--- src/rtl/samp_pack.sv ---
// samp_pack: arm/trig-gated packer of 64-bit beat pairs into batches replayed as one contiguous burst (SAMP_PACK_SEQ_EN tags each burst's first word with a batch sequence byte)
module samp_pack #(
  parameter int WIDTH_IN    = 64,
  parameter int WIDTH_WR    = 128,
  parameter int BATCH_WORDS = 16,
  parameter int HOLDOFF     = 1
) (
  input  logic                clk,
  input  logic                rst,
  input  logic                samp_valid,
  input  logic [WIDTH_IN-1:0] samp_in,
  input  logic                arm,
  input  logic                trig,
  output logic                busy,
  output logic                done,
  output logic                valid,
  output logic [WIDTH_WR-1:0] samp_out
);
  localparam int AW = $clog2(BATCH_WORDS);
  localparam int CW = AW + 1;
  localparam int GW = $clog2(HOLDOFF + 1);
  localparam logic [2:0] IDLE  = 3'd0;
  localparam logic [2:0] ARM   = 3'd1;
  localparam logic [2:0] FILL  = 3'd2;
  localparam logic [2:0] DRAIN = 3'd3;
  localparam logic [2:0] GAP   = 3'd4;
  logic [2:0] state;
  logic [CW-1:0] wcnt, rcnt;
  logic [GW-1:0] gcnt;
  logic half;
  logic [WIDTH_IN-1:0] lo;
  logic [WIDTH_WR-1:0] mem [BATCH_WORDS];
  logic [WIDTH_WR-1:0] rd, rd_word;
  logic capture, we;
  assign busy = state != IDLE;
  assign capture = samp_valid && ((state == ARM && trig) || state == FILL);
  assign we = capture && half;
  assign rd = mem[rcnt[AW-1:0]];
  always_ff @(posedge clk)
    if (we) mem[wcnt[AW-1:0]] <= {samp_in, lo};
`ifdef SAMP_PACK_SEQ_EN
  logic [7:0] seq;
  always_ff @(posedge clk)
    seq <= rst ? 8'd0 : seq + 8'(state == DRAIN && rcnt == CW'(BATCH_WORDS - 1));
  always_comb rd_word = rcnt == '0 ? {seq, rd[WIDTH_WR-9:0]} : rd;
`else
  always_comb rd_word = rd;
`endif
  always_ff @(posedge clk)
    if (rst) begin
      state    <= IDLE;
      wcnt     <= '0;
      rcnt     <= '0;
      gcnt     <= '0;
      half     <= 1'b0;
      lo       <= '0;
      valid    <= 1'b0;
      done     <= 1'b0;
      samp_out <= '0;
    end else begin
      valid <= 1'b0;
      done  <= 1'b0;
      if (capture && !half) lo <= samp_in;
      if (capture) half <= !half;
      if (we) wcnt <= wcnt + 1'b1;
      case (state)
        IDLE: if (arm) state <= ARM;
        ARM: if (trig) begin
          state <= FILL;
          wcnt  <= '0;
        end
        FILL: if (we && wcnt == CW'(BATCH_WORDS - 1)) begin
          state <= DRAIN;
          rcnt  <= '0;
        end
        DRAIN: if (rcnt != CW'(BATCH_WORDS)) begin
          valid    <= 1'b1;
          samp_out <= rd_word;
          done     <= rcnt == CW'(BATCH_WORDS - 1);
          rcnt     <= rcnt + 1'b1;
        end else begin
          state <= GAP;
          gcnt  <= '0;
        end
        GAP: if (gcnt == GW'(HOLDOFF - 1)) state <= IDLE; else gcnt <= gcnt + 1'b1;
        default: state <= IDLE;
      endcase
    end
endmodule
--- config.mk ---
export PLATFORM = sky130hd
export DESIGN_NAME = samp_pack
export DESIGN_NICKNAME = d
export VERILOG_FILES = /design/src/rtl/samp_pack.sv
export SDC_FILE = /design/constraint.sdc
export NUM_CORES = 2
export LEC_CHECK = 0
export CAP_MARGIN = 25
export CORE_UTILIZATION = 40
export CTS_BUF_LIST = sky130_fd_sc_hd__clkbuf_8
export CTS_CLUSTER_DIAMETER = 100
export DETAILED_ROUTE_END_ITERATION = 8
export HOLD_SLACK_MARGIN = 0.12
export SYNTH_ARGS = -nofsm -noshare
export SYNTH_HDL_FRONTEND = slang
export SYNTH_SLANG_ARGS = --single-unit
--- constraint.sdc ---
create_clock -name clk -period 15.9 [get_ports clk]
set_input_delay 2.385 -clock clk [delete_from_list [all_inputs] [get_ports clk]]
set_output_delay 2.385 -clock clk [all_outputs]
set_load 0.1 [all_outputs]
==> results.cfg <==
[worst_setup_path]
r2r_setup_slack_ns = 11.39
worst_ep_required_time_ns = 13.52
worstPathArrival_ns = 3.17
path_class = reg -> out
cp-end-kind = primary output
worstSetupStartpointType = flip-flop
cp_max_fo = 11

[routing]
ant_nets = 0
wirelength_um = 227000
via_per_inst = 5.54
drt-initial-drc-count = 4508
wl_per_cell_um = 27.7
drc_errors = 42
drtPass1Iterations = 8
vias = 45446

[timing]
finalClockSkew_ns = 0.0778
fmaxAchievable_mhz = 180
hold_violations = 0
worst_pin_slew_ns = 1.09
slew_headroom_pct = 27.2
maxSlewViolCount = 0
finalCriticalPeriod_ns = 5.56
period_share_pct = 34.9
fin_ws_ns = 10.34
rsz0062_at_grt = false
setup_viol = 0
setup-tns-final_ns = 0

[synth]
synth.area.top_cells = edfxtp_1 (72%), mux2i_1 (9.5%), dfxtp_1 (4.9%)
yosys.area.top_type_share_pct = 72.1
syn_inst = 4676
async_reset_ff_share_pct = 0
synth.ff_latch_count = 2256
yosys.area.top_type = edfxtp_1
synth_top_family_by_area = multiplexers
ys.flop_type = edfxtp_1
synth_warnings = 0
syn_avg_cell_area_sq_um = 18.3
yosys.area_share.simple_pct = 2.74
ys_seq_area_share_pct = 76.9
synth_compound_area_share_pct = 4.81
synth_edf_count = 2048
syn-num-nets = 4753
synthTopCellsByCount = edfxtp_1 (2048), mux2i_1 (807), o22ai_1 (249), dfxtp_1 (208), mux4_2 (143)
synth.most_common_cell = edfxtp_1
synth_cell_types = 50
synthXorXnorAreaFrac_pct = 0.0411
synth_fa_ha_area_share_pct = 0.117
synth.cell_area_sq_um = 85300
synth_mux_area_share_pct = 13.3

[cts]
path_clk_slew_ns = 0.06
clk_path_buf_depth = 4
cts_buffers = 379
postCtsSetupRepairBufs = 0
cts-root-buf = clkbuf_8
cts_resized = 0
cts_max_level = 5
cts.sinks = 2256
cts_hold_buffers = 0
clkLatencyLatePin_ns = 1.08
cts_tree = yes

[power]
vdd_drop_max_mv = 0.0867
cellLeakagePower_nw = 30.7
fin_total_pwr_mw = 11.8
pwr_density_cell_nw_per_um2 = 120

[cells_and_area]
multi_input_area_sq_um = 18000
regArea_sq_um = 65700
final_layout_size_suffix_gt1_share_pct = 14.6
area_growth_pct = 14.5
num-nets-final = 5147
fillers = 17980

[global_routing]
grt_max_degree = 129
grt_pass1_vias = 46051
grt_usage_pct = 20.9
grt_pass1_wl_um = 328000
antenna_found_initial = 17
overflow = 0

[floorplanning]
fp.coreArea_sq_um = 212000
die_width_um = 464
die_area_sq_um = 215000
die_h_um = 464
start_util_pct = 40.2
ioPinCount = 200
row_count = 169

[run_status]
outcome = finished, violations left
violations = design-rule violations

[place]
io_buffers = 199
place_congestion = 0.760
post-place-ws_ns = 9.37
dp_hpwl_um = 121000

[min_path]
min_path_type = reg -> reg

[job]
drv_cap = 0
critical path: stages, from the launching register on:
cell	delay, ns
dfxtp_1	0.57
or3_1	0.35
clkdlybuf4s50_1	1.19
routing by layer:
metal | wire length [um] | track usage (%) | vias up
li1 | - | - | 19581
met1 | 100000 | 29.9 | 23823
met2 | 108000 | 33.5 | 1738
met3 | 14900 | 3.22 | 302
met4 | 4050 | 5.23 | 2
met5 | 13 | 0 | -
logic make-up after synthesis:
logic type / count (synthesis)
flip-flops: 2256
XOR/XNOR: 4
adder cells (fa/ha/maj): 8
AND/OR/NAND/NOR: 508
multiplexers: 951
buffers and inverters: 300
AO/OA/AOI/OAI: 649
flip-flops by register name (all words and copies together) (netlist names):
signal and cells:
mem 2048, lo 64, rcnt 5, state 3
half 1, samp_out 128, wcnt 5, valid 1
done 1
worst paths after layout:
check / from / end / cells past startpoint
setup / recovery: state[0]$_SDFFE_PP0P_ / busy / 2
hold reg to reg: wcnt[4]$_SDFF_PP0_ / wcnt[4]$_SDFF_PP0_ / 2
setup reg to reg: rcnt[2]$_SDFFE_PP0P_ / samp_out[25]$_SDFFE_PP0N_ / 7
hold / removal: wcnt[4]$_SDFF_PP0_ / wcnt[4]$_SDFF_PP0_ / 2
metrics by stage:
stage                     hold WS, ns  utilization, %  instances  area, sq um
after floorplan                 0.464               -       4676        85300
after global placement          0.485            42.4       7493        90000
after detailed placement        0.484            42.6       7504        90300
after CTS                       0.493            46.0       8188        97600
after global routing            0.534            46.1       8198        97700
final                           0.497            46.1       8200        97700
where the power goes:
part           internal, mW  total [mW]  switching [mW]  leakage, nW
combinational        0.0708       0.274           0.203         5.14
clock                  2.67        4.95            2.28         4.29
sequential             6.47        6.52          0.0525         21.2
total                  9.21        11.8            2.54         30.7
cells in the final DEF (no fill, tap or decap), types with 3 or more instances in the layout:
| cell | count |
|---|---|
| nand2b_1 | 4 |
| and3_1 | 4 |
| buf_8 | 3 |
| buf_16 | 13 |
| nor3_2 | 4 |
| o22ai_1 | 249 |
| ha_1 | 8 |
| nor2_1 | 73 |
| nor2b_1 | 3 |
| inv_1 | 148 |
| clkinv_2 | 42 |
| nand3_1 | 130 |
| clkdlybuf4s50_1 | 198 |
| a21oi_1 | 118 |
| edfxtp_1 | 2048 |
| dfxtp_4 | 4 |
| clkinvlp_4 | 4 |
| mux2i_1 | 807 |
| a31oi_1 | 7 |
| clkbuf_8 | 432 |
| nor2_4 | 12 |
| mux4_2 | 143 |
| bufinv_16 | 12 |
| clkinv_1 | 48 |
| a211oi_1 | 8 |
| inv_6 | 5 |
| buf_12 | 5 |
| nand2_1 | 135 |
| or3b_4 | 3 |
| o21ai_0 | 129 |
| diode_2 | 6 |
| a2bb2oi_1 | 121 |
| dfxtp_1 | 204 |
| buf_4 | 85 |
| nor3_1 | 124 |
| a21oi_2 | 8 |
final cells by class:
type	count	area share [%]
Sequential cell	2256	67.2
Multi-Input combinational cell	2120	18.5
Clock buffer	432	6.08
Tap cell	2821	3.61
Timing Repair Buffer	304	3.20
Clock inverter	252	1.39
Inverter	9	0.0397
Antenna cell	6	0.0154
Note: power is estimated with default switching activity, not from simulation.
